--- src/rtl/mandel_pkg.sv ---
// Shared types and default geometry for the Mandelbrot pixel pipeline.
// Used by the scheduler, colour LUT and stream packer.
package mandel_pkg;

    typedef enum logic [1:0] {
        SLOT_IDLE = 2'b00,
        SLOT_BUSY = 2'b01,
        SLOT_DONE = 2'b10
    } slot_state_t;

    typedef enum logic {
        F_IDLE = 1'b0,
        F_RUN  = 1'b1
    } frame_state_t;

    localparam int DEF_NUM_ENGINES = 4;
    localparam int DEF_WIDTH       = 640;
    localparam int DEF_HEIGHT      = 480;
    localparam int DEF_ITER_W      = 16;
    localparam int DEF_X_W         = 10;
    localparam int DEF_Y_W         = 10;

endpackage

--- src/rtl/pixel_scheduler_slot.sv ---
// One in-flight pixel slot: lifecycle state, captured result and
// framing tags for the engine it shadows.
module sched_slot
    import mandel_pkg::*;
#(
    parameter int ITER_W = DEF_ITER_W
) (
    input  logic              aclk,
    input  logic              aresetn,
    input  logic              set_busy,
    input  logic              set_sof,
    input  logic              set_eol,
    input  logic              done,
    input  logic [ITER_W-1:0] done_iter,
    input  logic              retire,
    output slot_state_t       state,
    output logic [ITER_W-1:0] iter,
    output logic              sof,
    output logic              eol
);

    // Results arriving for a slot that is not BUSY are dropped.
    always_ff @(posedge aclk) begin
        if (!aresetn) begin
            state <= SLOT_IDLE;
            iter  <= '0;
            sof   <= 1'b0;
            eol   <= 1'b0;
        end else if (retire) begin
            state <= SLOT_IDLE;
        end else if (set_busy) begin
            state <= SLOT_BUSY;
            sof   <= set_sof;
            eol   <= set_eol;
        end else if (done && state == SLOT_BUSY) begin
            state <= SLOT_DONE;
            iter  <= done_iter;
        end
    end

endmodule

--- src/rtl/pixel_scheduler.sv ---
// Round-robin pixel issue to the engine pool with in-order,
// raster-ordered retirement and sof/eol framing.
module pixel_scheduler
    import mandel_pkg::*;
#(
    parameter int NUM_ENGINES = DEF_NUM_ENGINES,
    parameter int WIDTH       = DEF_WIDTH,
    parameter int HEIGHT      = DEF_HEIGHT,
    parameter int ITER_W      = DEF_ITER_W,
    parameter int X_W         = DEF_X_W,
    parameter int Y_W         = DEF_Y_W
) (
    input  logic                          aclk,
    input  logic                          aresetn,
    input  logic                          frame_start,
    input  logic                          enable,
    output logic                          busy,
    output logic                          frame_done,
    output logic [NUM_ENGINES-1:0]        eng_start,
    output logic [X_W-1:0]                eng_x,
    output logic [Y_W-1:0]                eng_y,
    input  logic [NUM_ENGINES-1:0]        eng_done,
    input  logic [NUM_ENGINES*ITER_W-1:0] eng_iter,
    output logic [ITER_W-1:0]             pix_iter,
    output logic                          pix_valid,
    output logic                          pix_sof,
    output logic                          pix_eol,
    input  logic                          pix_ready
);

    localparam int PW = $clog2(NUM_ENGINES);

    frame_state_t state, state_nxt;

    logic [PW-1:0]  issue_ptr;
    logic [PW-1:0]  retire_ptr;
    logic [X_W-1:0] x_cnt;
    logic [Y_W-1:0] y_cnt;
    logic           issued_all;

    slot_state_t       slot_st   [NUM_ENGINES];
    logic [ITER_W-1:0] slot_iter [NUM_ENGINES];
    logic [NUM_ENGINES-1:0] slot_sof;
    logic [NUM_ENGINES-1:0] slot_eol;
    logic [NUM_ENGINES-1:0] set_busy;
    logic [NUM_ENGINES-1:0] retire_sel;

    logic start;
    logic issue;
    logic fire;
    logic last_x;
    logic last_y;
    logic first_px;
    logic others_idle;
    logic last_retire;

    assign start    = state == F_IDLE && frame_start;
    assign issue    = state == F_RUN && enable && !issued_all
                   && slot_st[issue_ptr] == SLOT_IDLE;
    assign fire     = pix_valid && pix_ready;
    assign last_x   = x_cnt == X_W'(WIDTH - 1);
    assign last_y   = y_cnt == Y_W'(HEIGHT - 1);
    assign first_px = x_cnt == '0 && y_cnt == '0;

    assign set_busy   = issue ? NUM_ENGINES'(1) << issue_ptr : '0;
    assign retire_sel = fire ? NUM_ENGINES'(1) << retire_ptr : '0;

    // Frame ends when the only slot still in use is the one retiring.
    always_comb begin
        others_idle = 1'b1;
        for (int k = 0; k < NUM_ENGINES; k++) begin
            if (PW'(k) != retire_ptr && slot_st[k] != SLOT_IDLE)
                others_idle = 1'b0;
        end
    end

    assign last_retire = state == F_RUN && fire
                      && issued_all && others_idle;

    assign busy      = state == F_RUN;
    assign pix_valid = slot_st[retire_ptr] == SLOT_DONE;
    assign pix_iter  = pix_valid ? slot_iter[retire_ptr] : '0;
    assign pix_sof   = pix_valid && slot_sof[retire_ptr];
    assign pix_eol   = pix_valid && slot_eol[retire_ptr];

    always_ff @(posedge aclk) begin
        if (!aresetn) state <= F_IDLE;
        else          state <= state_nxt;
    end

    always_comb begin
        state_nxt = state;
        unique case (state)
            F_IDLE: if (frame_start) state_nxt = F_RUN;
            F_RUN:  if (last_retire) state_nxt = F_IDLE;
            default: state_nxt = F_IDLE;
        endcase
    end

    always_ff @(posedge aclk) begin
        if (!aresetn) begin
            issue_ptr  <= '0;
            retire_ptr <= '0;
            x_cnt      <= '0;
            y_cnt      <= '0;
            issued_all <= 1'b0;
            frame_done <= 1'b0;
            eng_start  <= '0;
            eng_x      <= '0;
            eng_y      <= '0;
        end else begin
            frame_done <= last_retire;
            eng_start  <= set_busy;
            if (fire) retire_ptr <= retire_ptr + 1'b1;
            if (start) begin
                issue_ptr  <= '0;
                retire_ptr <= '0;
                x_cnt      <= '0;
                y_cnt      <= '0;
                issued_all <= 1'b0;
            end else if (issue) begin
                eng_x     <= x_cnt;
                eng_y     <= y_cnt;
                issue_ptr <= issue_ptr + 1'b1;
                if (last_x) begin
                    x_cnt <= '0;
                    if (last_y) issued_all <= 1'b1;
                    else        y_cnt <= y_cnt + 1'b1;
                end else begin
                    x_cnt <= x_cnt + 1'b1;
                end
            end
        end
    end

    for (genvar k = 0; k < NUM_ENGINES; k++) begin : g_slot
        sched_slot #(
            .ITER_W(ITER_W)
        ) u_slot (
            .aclk      (aclk),
            .aresetn   (aresetn),
            .set_busy  (set_busy[k]),
            .set_sof   (first_px),
            .set_eol   (last_x),
            .done      (eng_done[k]),
            .done_iter (eng_iter[k*ITER_W +: ITER_W]),
            .retire    (retire_sel[k]),
            .state     (slot_st[k]),
            .iter      (slot_iter[k]),
            .sof       (slot_sof[k]),
            .eol       (slot_eol[k])
        );
    end

endmodule

--- config.mk ---
export PLATFORM = sky130hd
export DESIGN_NAME = pixel_scheduler
export DESIGN_NICKNAME = d
export VERILOG_FILES = /design/src/rtl/mandel_pkg.sv /design/src/rtl/pixel_scheduler_slot.sv /design/src/rtl/pixel_scheduler.sv
export SDC_FILE = /design/constraint.sdc
export NUM_CORES = 1
export LEC_CHECK = 0
export ABC_AREA = 1
export BUFFER_PORTS_ARGS = -buffer_cell sky130_fd_sc_hd__buf_2
export CAP_MARGIN = 5
export CORE_MARGIN = 10
export CORE_UTILIZATION = 50
export CTS_CLUSTER_SIZE = 24
export DETAILED_ROUTE_END_ITERATION = 10
export GPL_TIMING_DRIVEN = 1
export PLACE_DENSITY_LB_ADDON = 0.25
export SETUP_SLACK_MARGIN = 0.1
export SLEW_MARGIN = 15
export SYNTH_ARGS = -nofsm -noshare
export SYNTH_HDL_FRONTEND = slang
export SYNTH_SLANG_ARGS = --single-unit
--- constraint.sdc ---
create_clock -name aclk -period 2.7 [get_ports aclk]
set_input_delay 0.54 -clock aclk [delete_from_list [all_inputs] [get_ports aclk]]
set_output_delay 0.54 -clock aclk [all_outputs]
set_load 0.02 [all_outputs]
=== Yosys cells after proc, flatten, opt, wreduce, memory -nomap -nowiden ===
Cells that the tools add are included.
Widths: inputs -> output; s select.

* Input bits: 73
* Logic and storage cells: 147
* Flip-flop bits (word level): 131
* Output and inout port bits: 45

* Shift operators: 2
* Add/sub/neg operators: 4
* Reductions and logical operators: 52
* Bitwise logic cells: 14
* Multiplexer cells: 32
* Magnitude comparators: 3
* Equal/unequal tests: 10

{| class="wikitable"
|+ Operators with widths
! kind !! count
|-
| $mux 16 || 3
|-
| $bmux 16 s2 || 1
|-
| $add 10x1->10 const B || 2
|-
| $logic_not 10->1 || 2
|-
| $logic_and 1x1->1 || 19
|-
| $reduce_and 3->1 || 6
|-
| $reduce_bool 2->1 || 9
|-
| $mux 1 || 16
|-
| $not 1->1 || 12
|-
| $reduce_or 3->1 || 4
|-
| $eq 10x10->1 const B || 1
|-
| $eq 10x9->1 const B || 1
|-
| $mux 10 || 1
|-
| $reduce_and 2->1 || 5
|-
| $reduce_or 2->1 || 5
|-
| $bmux 2 s2 || 2
|-
| $eq 2x1->1 const B || 4
|-
| $mux 2 || 4
|-
| $mux 4 || 2
|-
| $shl 1x2->4 const A || 2
|-
| $ge 3x3->1 const B || 2
|-
| $not 2->3 || 2
|-
| $add 2x1->2 const B || 2
|-
| $bmux 1 s2 || 2
|-
| other kinds (7) || 8
|}

=== Logic depth before layout (Yosys ltp) ===
Gate-level depths: netlist of run 1.

* Word-level depth: 11
* Mapped depth: 10
* Depth with buffers taken out: 10

=== By module ===
From an unflattened synthesis of run 1, not the netlist that was laid out.

* Cells, all modules: 1,019
* Area total of the unflattened synthesis: 7,104.3 um^2

{| class="wikitable"
|+ By module, submodules not included
! module !! sequential area each (um^2) !! cells each !! area each (um^2) !! times used
|-
| sched_slot || 400.4 || 126 || 907.1 || 4
|-
| pixel_scheduler || 1,021.0 || 515 || 3,475.8 || 1
|}

=== Least setup slack after synthesis of run 1 ===
Ideal clock, no wire load.

* Kind: reg2out
* From: register retire_ptr[0]
* To: output pix_iter[10]
* Stages on the path, launching flop included: 6
* Arrival: 1,474 ps
* Setup slack: 686 ps
* Buffers on the path: 2
* Cells stage by stage: dfxtp_1 > inv_1 > clkbuf_1 > clkbuf_1 > o21ai_0 > a21oi_1

* Cells in the longest elaborated chain, start to end: 6
* Elaborated cells on any way between the ends: 9
* Classes of those cells: eq/ne (1); mux (7); bitwise (1)

{| class="wikitable"
|+ Ends and longest elaborated chain
! what !! RTL line !! text
|-
| from (decl) || pixel_scheduler.sv:36 || <nowiki>logic [PW-1:0] retire_ptr;</nowiki>
|-
| from (signal assigned) || pixel_scheduler.sv:114 || <nowiki>if (fire) retire_ptr <= retire_ptr + 1'b1;</nowiki>
|-
| $not 2->3 (implied by the code) (*) || pixel_scheduler.sv:81, pixel_scheduler.sv:82 ||
|-
| $bmux 2 s2 || pixel_scheduler.sv:81 || <nowiki>assign pix_valid = slot_st[retire_ptr] == SLOT_DONE;</nowiki>
|-
| $mux 2 (implied by the code) (2 in a row) || pixel_scheduler.sv:81 ||
|-
| $eq 2x2->1 || pixel_scheduler.sv:81 ||
|-
| $mux 16 (*) || pixel_scheduler.sv:82 || <nowiki>assign pix_iter = pix_valid ? slot_iter[retire_ptr] : '0;</nowiki>
|-
| to (decl) || pixel_scheduler.sv:24 || <nowiki>output logic [ITER_W-1:0] pix_iter,</nowiki>
|}

Mark *: on every way between the ends. The rest lies on a longest branch, timed or not. The select of a mux whose other input is x is not followed.

=== Worst setup path after layout of run 1 ===
* From: register retire_ptr[0]
* To: output pix_iter[11]

The elaborated chain is that of the path after synthesis.

==> results of run 1 <==
critical path, stage by stage, from the launching register on:
cell and delay (ps):
sky130_fd_sc_hd__dfxtp_1 360, sky130_fd_sc_hd__buf_4 170, sky130_fd_sc_hd__nand3_1 100, sky130_fd_sc_hd__nand3_2 120, sky130_fd_sc_hd__nand2_1 140, sky130_fd_sc_hd__buf_4 220, sky130_fd_sc_hd__a21oi_1 140, sky130_fd_sc_hd__buf_2 190
flip-flops by register name, indices dropped and copies added (netlist names):
signal and cells:
g_slot.u_slot.iter 64, eng_x 10, eng_y 10, x_cnt 10, y_cnt 10, g_slot.u_slot.state 8
eng_start 4, g_slot.u_slot.eol 4, g_slot.u_slot.sof 4, issue_ptr 2, retire_ptr 2, busy 1
frame_done 1, issued_all 1
through the flow:
stage / power (mW) / instance area [um^2]
final: 4.58 / 8410
after global routing: 4.75 / 8410
after CTS: 4.60 / 8400
after detailed placement: 2.41 / 7840
after global placement: 2.40 / 7840
after floorplan: 2.27 / 7170
how the worst max path moves through the flow:
| stage | end | start | cells past startpoint |
|---|---|---|---|
| final | pix_iter[11] | retire_ptr[0] | 7 |
| after global routing | pix_iter[11] | retire_ptr[0] | 7 |
| after CTS | pix_iter[13] | retire_ptr[0] | 7 |
| after detailed placement | g_slot[0].u_slot.iter[7] | retire_ptr[0] | 8 |
| after global placement | x_cnt[2] | enable | 6 |
| after floorplan | pix_iter[10] | retire_ptr[0] | 5 |
layout make-up:
| cell class | count | area (um^2) |
|---|---|---|
| clock buffer | 19 | 453 |
| clock inverter | 11 | 113 |
| fill | 1384 | 5580 |
| inverter | 242 | 908 |
| multi-input combinational | 664 | 3350 |
| sequential | 131 | 2620 |
| tap | 180 | 225 |
| timing repair buffer | 137 | 736 |
routing by layer:
metal,global-route usage (%),wire (um),up-vias
li1,-,-,3609
met1,24.8,8780,3079
met2,31.6,9290,201
met3,4.83,1180,29
met4,7.23,422,0
met5,0,0,-
logic make-up after synthesis:
kind of cell | after synthesis | share of synthesized area (%)
and+or+nand+nor | 478 | 31.7
AOI/OAI and AO/OA | 167 | 11.9
buffers and inverters | 296 | 16.8
xor gates and xnor gates | 7 | 0.855
DFF | 131 | 36.6
adders and majority gates | 12 | 2.09
power by group through the flow:
stage / registers (mW) / logic (mW) / clock network [mW]
2_1_floorplan: 2.05 / 0.225 / 0
3_3_place_gp: 2.04 / 0.367 / 0
3_5_place_dp: 2.04 / 0.369 / 0
4_1_cts: 2.00 / 0.371 / 2.24
5_1_grt: 2.00 / 0.418 / 2.33
6_report: 2.00 / 0.368 / 2.21
layout by cell type, fill, tap and decap left out, drive strengths merged, types with 12 or more instances in the layout:
cell type / netlist / routed
a21oi: 96 / 96
buf: 34 / 137
clkbuf: 20 / 19
dfxtp: 131 / 131
ha: 12 / 12
inv: 241 / 241
nand2: 216 / 216
nand3: 30 / 30
nand4: 87 / 87
nor2: 129 / 129
nor3: 16 / 16
o21ai: 65 / 65
==> key figures, run 1 <==
Detailed routing
  – Detailed-router iteration count before antenna repair: 5
  – Antenna Nets Post-Route: 0
  – Post-detailed-route DRC marker count: 0
  – Detailed-route via count: 6918
  – Total wire length: 19700 um
  – Violation count after the first detailed-routing iteration: around 630
  – Mean routed wirelength per cell: about 14 um
  – DR vias/cell: 5.00

Final layout
  – Proportion of layout cells with a drive suffix above 1: 16.0%
  – Final core utilization: between 60 and 70%
  – Number of cells in the finished layout apart from fillers: 1384
  – Area growth, synth to finish: 17.2%
  – Final Net Count: 1278
  – Final antenna diode count: 0

Synthesis
  – Yosys top cell by area: sky130_fd_sc_hd__dfxtp_1
  – Total of flip-flops plus latches after synthesis: 131
  – Async SR Flop Fraction: 0%
  – Leading cell types by total area after synthesis: sky130_fd_sc_hd__dfxtp_1 (37%), sky130_fd_sc_hd__inv_1 (13%), sky130_fd_sc_hd__nand2_1 (11%), sky130_fd_sc_hd__nand4_1 (7.2%), sky130_fd_sc_hd__a21oi_1 (6.7%)
  – Synthesized area per cell: 6.58 um^2
  – Area share of the largest cell type after synthesis: 36.6%
  – Number of library cell types mapped by synthesis: 31
  – Flip-flop cell with the highest count after synthesis: sky130_fd_sc_hd__dfxtp_1
  – Syn_nets: 1176
  – Warnings, synthesis: 0
  – Ranking of synthesized cells by instance count: sky130_fd_sc_hd__inv_1 (239), sky130_fd_sc_hd__nand2_1 (215), sky130_fd_sc_hd__dfxtp_1 (131)
  – Post-synthesis instance total: 1091
  – Cell with the most instances after synthesis: sky130_fd_sc_hd__inv_1
  – Post-synth EDFFs: 0
  – Part of the Yosys area used for sequential elements: between 30 and 40%
  – Post-synth design cell area: between 7000 and 8000 um^2

STA
  – Minimum clock period after layout: 2400 ps
  – Share of the clock period used by the worst path after layout: 88.8%
  – Highest achievable clock rate: 0.417 GHz
  – Slew @ Worst Pin: ~940 ps
  – Final hold violations: 0
  – Final number of max-transition violations: 0
  – Finish-stage setup viols: 0
  – Worst setup skew after layout: 6.48 ps
  – Worst-case headroom to the max-slew limit: a little under two fifths
  – Setup tns final: 0 ps
  – Fin Hold WS: 392 ps
  – PnR worst setup slack: 303 ps
  – Unrepaired setup endpoints after global routing: no

CTS
  – TritonCTS Buffers: 17
  – Clock tree from TritonCTS: built
  – Clock root cell: sky130_fd_sc_hd__clkbuf_16
  – Postcts setup bufs: 0
  – Longest Clk Path Bufs: 2
  – CTS H-tree lvls: 4
  – Clock slew seen by the registers of the worst setup and hold paths: 60 ps
  – Post-CTS Resized: 0
  – Num Clock Sinks: 131
  – Clock latency on the worst-skew pair: 420 ps
  – Hold-fix buffer count after cts: 0

Global routing
  – First-pass GRT wire length: 31800 um
  – Grt total ovfl: 0
  – Initial antenna violation count: 0
  – Total GRT Usage: 19.6%
  – Vias in the first global route: between 6000 and 7000
  – Maximum number of pins on one net before global-route repair: 92

Worst setup path
  – Startpoint type of the worst setup path: flop
  – Maximum net fanout on the critical path: 16
  – WP data arrival: approximately 1900 ps
  – Start of the worst register-to-register path: retire_ptr[0]
  – Number of cell instances on the worst register-to-register path: 8
  – Kind of critical path: reg -> out
  – Register-to-register path setup slack: approximately 660 ps
  – Element type at the critical path end: output pin
  – Required time of the critical path: 2160 ps
  – Capturing point of the worst reg2reg path: g_slot[0].u_slot.iter[9]

Die
  – Initial core utilization: 51.3%
  – Width of the chip: around 140 um
  – Row Count: 43
  – Floorplan die area: 19500 um^2
  – Die span in y: 140 um
  – I/O pin cnt: 118
  – Total core area: 14000 um^2

Power
  – VDD IR-drop max: 0.465 mV
  – Switching portion of total power: 23.9%
  – Combinational cell fraction of total power: 8.0%
  – Portion of total power attributed to sequential cells: between 40% and 50%
  – Clock network fraction of design power: between 40% and 50%
  – Pwr dens: 545 nW/um^2
  – Sw power: 1.09 mW
  – Leakage dissipation: roughly 4.0 nW
  – Cell-internal power: 3.49 mW

Worst hold path
  – Worst hold path startpoint: frame_start
  – Hold Path Depth: 2
  – Worst Hold Path EP: busy
  – Path type of the worst min-delay path: in -> reg

Run status
  – Status: complete, no violations

Place
  – Worst slack after detailed placement: between 500 and 600 ps
  – HPWL after detailed placement: 14400 um
  – Port bufs: between 100 and 150
  – Cell Count Post-Placement: 1354
  – Final RePlAce weighted congestion: 0.911

Job
  – Maxcap violations: 0
No activity file was read; power rests on OpenSTA's default activity.
==> inputs of run 2 (changes only) <==
--- a/config.mk
+++ b/config.mk
@@ -13,6 +13,7 @@
 export CTS_CLUSTER_SIZE = 24
 export DETAILED_ROUTE_END_ITERATION = 10
 export GPL_TIMING_DRIVEN = 1
+export MAX_ROUTING_LAYER = met4
 export PLACE_DENSITY_LB_ADDON = 0.25
 export SETUP_SLACK_MARGIN = 0.1
 export SLEW_MARGIN = 15
==> constraint.sdc (replaced) <==
create_clock -name aclk -period 2.6 [get_ports aclk]
set_input_delay 0.52 -clock aclk [delete_from_list [all_inputs] [get_ports aclk]]
set_output_delay 0.52 -clock aclk [all_outputs]
set_load 0.02 [all_outputs]
==> key figures, run 2 (synthesis gave the netlist of run 1 again) <==
Die
  – Total core area: 14000 um^2 (unchanged)
  – Initial core utilization: 51.3% (unchanged)
  – Width of the chip: 140 um (unchanged)
  – Floorplan die area: 19500 um^2 (unchanged)
  – Row Count: 43 (unchanged)
  – Die span in y: 140 um (unchanged)
  – I/O pin cnt: 118 (unchanged)

Global routing
  – Grt total ovfl: 0 (unchanged)
  – Total GRT Usage: 21.1% (+1.5 points)
  – Initial antenna violation count: 1 (+1)
  – Maximum number of pins on one net before global-route repair: 92 (unchanged)
  – First-pass GRT wire length: 33100 um (+4.2%)
  – Vias in the first global route: 6439 (+0.75%)

STA
  – Finish-stage setup viols: 0 (unchanged)
  – Slew @ Worst Pin: 942 ps (+5.87 ps)
  – Setup tns final: 0 ps (unchanged)
  – Unrepaired setup endpoints after global routing: no
  – Final number of max-transition violations: 0 (unchanged)
  – Share of the clock period used by the worst path after layout: 91.6%
  – Worst-case headroom to the max-slew limit: 37.2% (-0.39 points)
  – Highest achievable clock rate: between 0.4 and 0.5 GHz
  – Minimum clock period after layout: 2380 ps
  – Final hold violations: 0 (unchanged)
  – Worst setup skew after layout: 5.49 ps (-0.992 ps)

CTS
  – CTS H-tree lvls: 4 (unchanged)
  – TritonCTS Buffers: 17 (unchanged)
  – Clock tree from TritonCTS: built
  – Clock slew seen by the registers of the worst setup and hold paths: 50 ps (about the same)
  – Clock latency on the worst-skew pair: 420 ps (about the same)
  – Clock root cell: sky130_fd_sc_hd__clkbuf_16
  – Hold-fix buffer count after cts: 0 (unchanged)
  – Longest Clk Path Bufs: 2 (unchanged)
  – Num Clock Sinks: 131 (unchanged)

Worst setup path
  – Slowest library cell on the worst path: sky130_fd_sc_hd__dfxtp_1
  – Capturing point of the worst reg2reg path: y_cnt[7]
  – Startpoint type of the worst setup path: flop
  – Start of the worst register-to-register path: x_cnt[0]
  – Biggest cell delay along the critical path: 380 ps (+20 ps)
  – Maximum net fanout on the critical path: 16 (unchanged)
  – Critical path's most frequent cell: sky130_fd_sc_hd__buf_4
  – Critical path cell sequence: buf_4 -> nand3_1 -> nand3_2 -> nand2_1 -> buf_4 -> a21oi_1 -> buf_2
  – Element type at the critical path end: output pin
  – Number of buffer and inverter stages on the critical path: 3 (unchanged)
  – Dominant delay contributor by cell family on the critical path: buffers and inverters
  – WP data arrival: 1860 ps (about the same)
  – Register-to-register path setup slack: 490 ps (-170 ps)
  – Number of cell instances on the worst register-to-register path: 8 (unchanged)
  – Required time of the critical path: 2080 ps (-80 ps)
  – Kind of critical path: reg -> out

Final layout
  – Largest reg by FF count: g_slot.u_slot.iter
  – Flip-flop count of the largest register, all copies and words added: 64 (unchanged)
  – Sequential Area: 2620 um^2 (about the same)
  – Final Net Count: 1278 (unchanged)
  – Proportion of layout cells with a drive suffix above 1: 15.7% (-0.31 points)
  – Fill cell total of the finished layout: 1373 (-0.79%)
  – Final core utilization: 59.8% (-0.27 points)
  – Commonest non-fill, non-tap cells in the layout: sky130_fd_sc_hd__inv_1 (238), sky130_fd_sc_hd__nand2_1 (215), sky130_fd_sc_hd__dfxtp_1 (130)
  – Area taken by multi-input logic gates: 3350 um^2 (unchanged)
  – Area growth, synth to finish: 16.6%
  – Most common library cell in the layout ignoring fill and taps: sky130_fd_sc_hd__inv_1

Detailed routing
  – Mean routed wirelength per cell: 15.0 um (+5.7%)
  – Detailed-route via count: 7067 (+2.2%)
  – Antenna Nets Post-Route: 0 (unchanged)
  – Detailed-router iteration count before antenna repair: 5 (unchanged)
  – Post-detailed-route DRC marker count: 0 (unchanged)
  – Violation count after the first detailed-routing iteration: 710 (+12%)
  – DR vias/cell: 5.11 (+2.2%)
  – Total wire length: 20800 um (+5.6%)

Job
  – Maxcap violations: 0 (unchanged)

Power
  – Leakage dissipation: 3.98 nW (-0.74%)
  – Pwr dens: 541 nW/um^2 (-0.66%)
  – Overall Power: 4.53 mW (-1.1%)
  – VDD IR-drop max: 0.400 mV (-14%)

Run status
  – Status: complete, no violations

Worst hold path
  – Path type of the worst min-delay path: in -> reg
  – Worst Hold Path EP: busy
  – Worst hold path startpoint: frame_start
  – Hold Path Depth: 2 (unchanged)

Place
  – Final RePlAce weighted congestion: 0.960 (+5.4%)
  – HPWL after detailed placement: 15300 um (+6.4%)
  – Port bufs: 117 (unchanged)
[run 2: cell types whose count changed in the layout (fill, tap and decap cells not counted), sizes merged]
cell / previous run / this run
clkbuf: 19 / 22
clkinvlp: 3 / 2
bufinv: 2 / 0
diode: 0 / 1
clkinv: 7 / 5
[run 2: final cells by class]
cell class                      instances  area share [%]
Multi-Input combinational cell        664            40.0
Sequential cell                       131            31.4
Inverter                              242            10.9
Timing Repair Buffer                  137            9.09
Clock buffer                           22            5.55
Tap cell                              180            2.69
Clock inverter                          6           0.419
Antenna cell                            1          0.0299
[run 2: worst max path at each step]
stage                     slack [ps]  cells past startpoint          start      endpoint
after floorplan                  610                      5  retire_ptr[0]  pix_iter[10]
after global placement           550                      6         enable      x_cnt[5]
after detailed placement         520                      9         enable      x_cnt[6]
after CTS                        110                      6  retire_ptr[1]   pix_iter[4]
after global routing              50                      6  retire_ptr[0]       pix_sof
final                            220                      7  retire_ptr[0]   pix_iter[7]
[run 2: per-stage QoR]
stage | instance area, um^2 | setup slack, ps | cells | hold WS, ps
finish | 8370 | 218 | 1383 | 367
floorplan | 7170 | 606 | 1091 | 434
CTS | 8350 | 109 | 1382 | 352
global route | 8370 | 45.8 | 1383 | 362
detailed placement | 7850 | 524 | 1354 | 459
global placement | 7850 | 553 | 1354 | 453
[run 2: metal layers]
metal | part of all wire [%] | up-vias | global-route usage, %
met1 | 43 | 3120 | 26.1
met2 | 45 | 279 | 31.7
met5 | 0 | - | -
met3 | 7.4 | 52 | 4.49
met4 | 4.7 | 0 | 11.4
li1 | - | 3616 | -
[run 2: where the power goes]
| group | total [mW] | internal (mW) | switching, mW |
|---|---|---|---|
| Combinational | 0.390 | 0.140 | 0.251 |
| Clock | 2.06 | 1.24 | 0.827 |
| Sequential | 2.07 | 2.05 | 0.0271 |
| Total | 4.53 | 3.42 | 1.11 |
[run 2: worst register-to-register path, stage by stage (launching register included)]
cell	delay, ps
sky130_fd_sc_hd__dfxtp_1	440
sky130_fd_sc_hd__ha_1	220
sky130_fd_sc_hd__inv_1	80
sky130_fd_sc_hd__nor2_1	210
sky130_fd_sc_hd__nand4_1	290
sky130_fd_sc_hd__clkinv_1	270
sky130_fd_sc_hd__nand3_2	240
sky130_fd_sc_hd__nand2_1	140
sky130_fd_sc_hd__a21oi_1	70
[run 2: what timing repair did]
action | in CTS | in global routing
setup buffers | 0 | 0
resized for setup | 1 | 7
setup endpoints to repair | 8 | 18
==> inputs of run 3 (changes only) <==
==> constraint.sdc (replaced) <==
create_clock -name aclk -period 2 [get_ports aclk]
set_input_delay 0.4 -clock aclk [delete_from_list [all_inputs] [get_ports aclk]]
set_output_delay 0.4 -clock aclk [all_outputs]
set_load 0.02 [all_outputs]
==> key figures, run 3 (synthesis gave the netlist of run 1 again) <==
STA
  – Worst-case headroom to the max-slew limit: 64.7% (+28 points)
  – Minimum clock period after layout: 2100 ps
  – Slew @ Worst Pin: 528 ps (-414 ps)
  – Unrepaired setup endpoints after global routing: yes
  – Final hold violations: 0 (unchanged)
  – Final number of max-transition violations: 0 (unchanged)
  – Finish-stage setup viols: 18 (+18)
  – Highest achievable clock rate: between 0.4 and 0.5 GHz
  – PnR worst setup slack: -97.5 ps (-316 ps)
  – Share of the clock period used by the worst path after layout: 105%
  – Worst setup skew after layout: 5.91 ps (+0.421 ps)

Run status
  – Failing checks: negative setup slack
  – Status: complete, but fails checks

Power
  – Leakage dissipation: 4.21 nW (+5.7%)
  – Pwr dens: 742 nW/um^2 (+37%)
  – VDD IR-drop max: 0.597 mV (+49%)

Final layout
  – Final instance area: 9040 um^2 (+8.1%)
  – Area growth, synth to finish: 26.0%
  – Most common library cell in the layout ignoring fill and taps: sky130_fd_sc_hd__inv_1
  – Largest reg by FF count: g_slot.u_slot.iter
  – Proportion of layout cells with a drive suffix above 1: 22.1% (+6.4 points)
  – Final antenna diode count: 0 (-1)
  – Final Net Count: 1299 (+1.6%)
  – Number of cells in the finished layout apart from fillers: 1407 (+1.7%)
  – Commonest non-fill, non-tap cells in the layout: sky130_fd_sc_hd__inv_1 (236), sky130_fd_sc_hd__nand2_1 (214), sky130_fd_sc_hd__dfxtp_1 (123)
  – Flip-flop count of the largest register, all copies and words added: 64 (unchanged)

Detailed routing
  – Post-detailed-route DRC marker count: 0 (unchanged)
  – Violation count after the first detailed-routing iteration: 628 (-12%)
  – Mean routed wirelength per cell: 15.1 um (+0.27%)
  – Detailed-router iteration count before antenna repair: 5 (unchanged)
  – DR vias/cell: 5.15 (+0.73%)
  – Detailed-route via count: 7242 (+2.5%)
  – Total wire length: 21200 um (+2.0%)
  – Antenna Nets Post-Route: 0 (unchanged)

Die
  – I/O pin cnt: 118 (unchanged)
  – Initial core utilization: 51.3% (unchanged)
  – Total core area: 14000 um^2 (unchanged)
  – Row Count: 43 (unchanged)
  – Width of the chip: 140 um (unchanged)
  – Die span in y: 140 um (unchanged)
  – Floorplan die area: 19500 um^2 (unchanged)

Worst setup path
  – WP data arrival: 1700 ps (-160 ps)
  – Element type at the critical path end: output pin
  – Biggest cell delay along the critical path: 450 ps (+70 ps)
  – Slowest library cell on the worst path: sky130_fd_sc_hd__dfxtp_4
  – Required time of the critical path: 1600 ps (-480 ps)
  – Kind of critical path: reg -> out
  – Critical path's most frequent cell: sky130_fd_sc_hd__a21oi_1
  – Maximum net fanout on the critical path: 16 (unchanged)
  – Startpoint type of the worst setup path: flop
  – Critical path cell sequence: inv_6 -> buf_12 -> a21oi_1 -> o21ai_1 -> a21oi_1 -> buf_4

Global routing
  – Vias in the first global route: 6782 (+5.3%)
  – M2 GR Usage: 33.1% (+1.4 points)
  – Busiest layer in global routing: met2
  – Initial antenna violation count: 0 (-1)
  – Met1 GRT Util: 26.5% (+0.45 points)
  – First-pass GRT wire length: 33800 um (+2.0%)
  – Grt total ovfl: 0 (unchanged)
  – Maximum number of pins on one net before global-route repair: 48 (-48%)
  – Global-route track usage on met3: 4.97% (+0.48 points)
  – Total GRT Usage: 21.4% (+0.26 points)

CTS
  – Clock root cell: sky130_fd_sc_hd__clkbuf_16
  – CTS H-tree lvls: 4 (unchanged)
  – Num Clock Sinks: 131 (unchanged)
  – Longest Clk Path Bufs: 2 (unchanged)
  – Clock slew seen by the registers of the worst setup and hold paths: 60 ps (about the same)
  – TritonCTS Buffers: 17 (unchanged)
  – Clock tree from TritonCTS: built
  – Clock latency on the worst-skew pair: 430 ps (about the same)

Job
  – Maxcap violations: 0 (unchanged)

Place
  – HPWL after detailed placement: 14900 um (-2.7%)
  – Port bufs: 117 (unchanged)
  – Cell Count Post-Placement: 1369 (+1.1%)
  – Placed instance area: 7970 um^2 (+1.6%)
  – Worst slack after detailed placement: 154 ps (-370 ps)
  – Final RePlAce weighted congestion: 0.935 (-2.6%)

Worst hold path
  – Path type of the worst min-delay path: in -> reg
==> run 3: changes by cell type in the layout (fill, tap and decap cells not counted), moves of 6 or more <==
| cell | change |
|---|---|
| sky130_fd_sc_hd__a21oi_1 | -26 |
| sky130_fd_sc_hd__a21oi_2 | +25 |
| sky130_fd_sc_hd__o21ai_0 | -23 |
| sky130_fd_sc_hd__buf_4 | +19 |
| sky130_fd_sc_hd__buf_2 | -14 |
| sky130_fd_sc_hd__o21ai_1 | +12 |
| sky130_fd_sc_hd__o21ai_2 | +11 |
| sky130_fd_sc_hd__buf_6 | +8 |
| sky130_fd_sc_hd__dfxtp_1 | -7 |
| sky130_fd_sc_hd__dfxtp_2 | +6 |
==> run 3: timing repair <==
item,CTS,global route
resized for setup,54,67
gates cloned,0,4
hold buffers,0,0
pin swaps,0,3
setup endpoints to repair,19,36
buffers inserted,2,0
==> run 3: layout make-up <==
class	count	area [um^2]
fill	1257	4950
multi-input combinational	665	3530
sequential	131	2640
timing repair buffer	157	1080
inverter	242	913
clock buffer	17	425
clock inverter	15	230
tap	180	225
==> run 3: stage by stage <==
stage | total power [mW] | hold WS, ps | setup TNS, ps | util (%)
after floorplan | 3.07 | 434 | 0 | -
after global placement | 3.26 | 452 | 0 | 57.0
after detailed placement | 3.26 | 459 | 0 | 57.0
after CTS | 6.69 | 218 | -210 | 62.6
after global routing | 6.91 | 223 | -1680 | 64.6
final | 6.71 | 225 | -725 | 64.6
==> run 3: layer usage <==
| layer | share of wire, % | routed length [um] |
|---|---|---|
| met1 | 44 | 9410 |
| met2 | 46 | 9720 |
| met3 | 6.8 | 1450 |
| met4 | 2.9 | 613 |
| met5 | 0 | 0 |
==> run 3: worst paths after layout <==
kind | from | to | slack, ps | cells after the start
worst max-delay path | retire_ptr[0] | pix_iter[7] | -100 | 6
worst min-delay path | frame_start | busy | 230 | 2
worst max register to register | retire_ptr[0] | g_slot[2].u_slot.iter[0] | 220 | 9
worst min register to register | eng_x[5] | eng_x[5] | 470 | 2
==> run 3: power by group <==
part | internal, mW | total, mW | switching, mW
Clock | 2.22 | 3.46 | 1.24
Sequential | 2.66 | 2.69 | 0.0362
Combinational | 0.205 | 0.552 | 0.347
==> run 3: critical path, delay by kind of cell, from the launching register on <==
| kind | cells | cell delay (ps) |
|---|---|---|
| flip-flops | 1 | 450 |
| AO/OA/AOI/OAI | 3 | 410 |
| buffers and inverters | 3 | 390 |
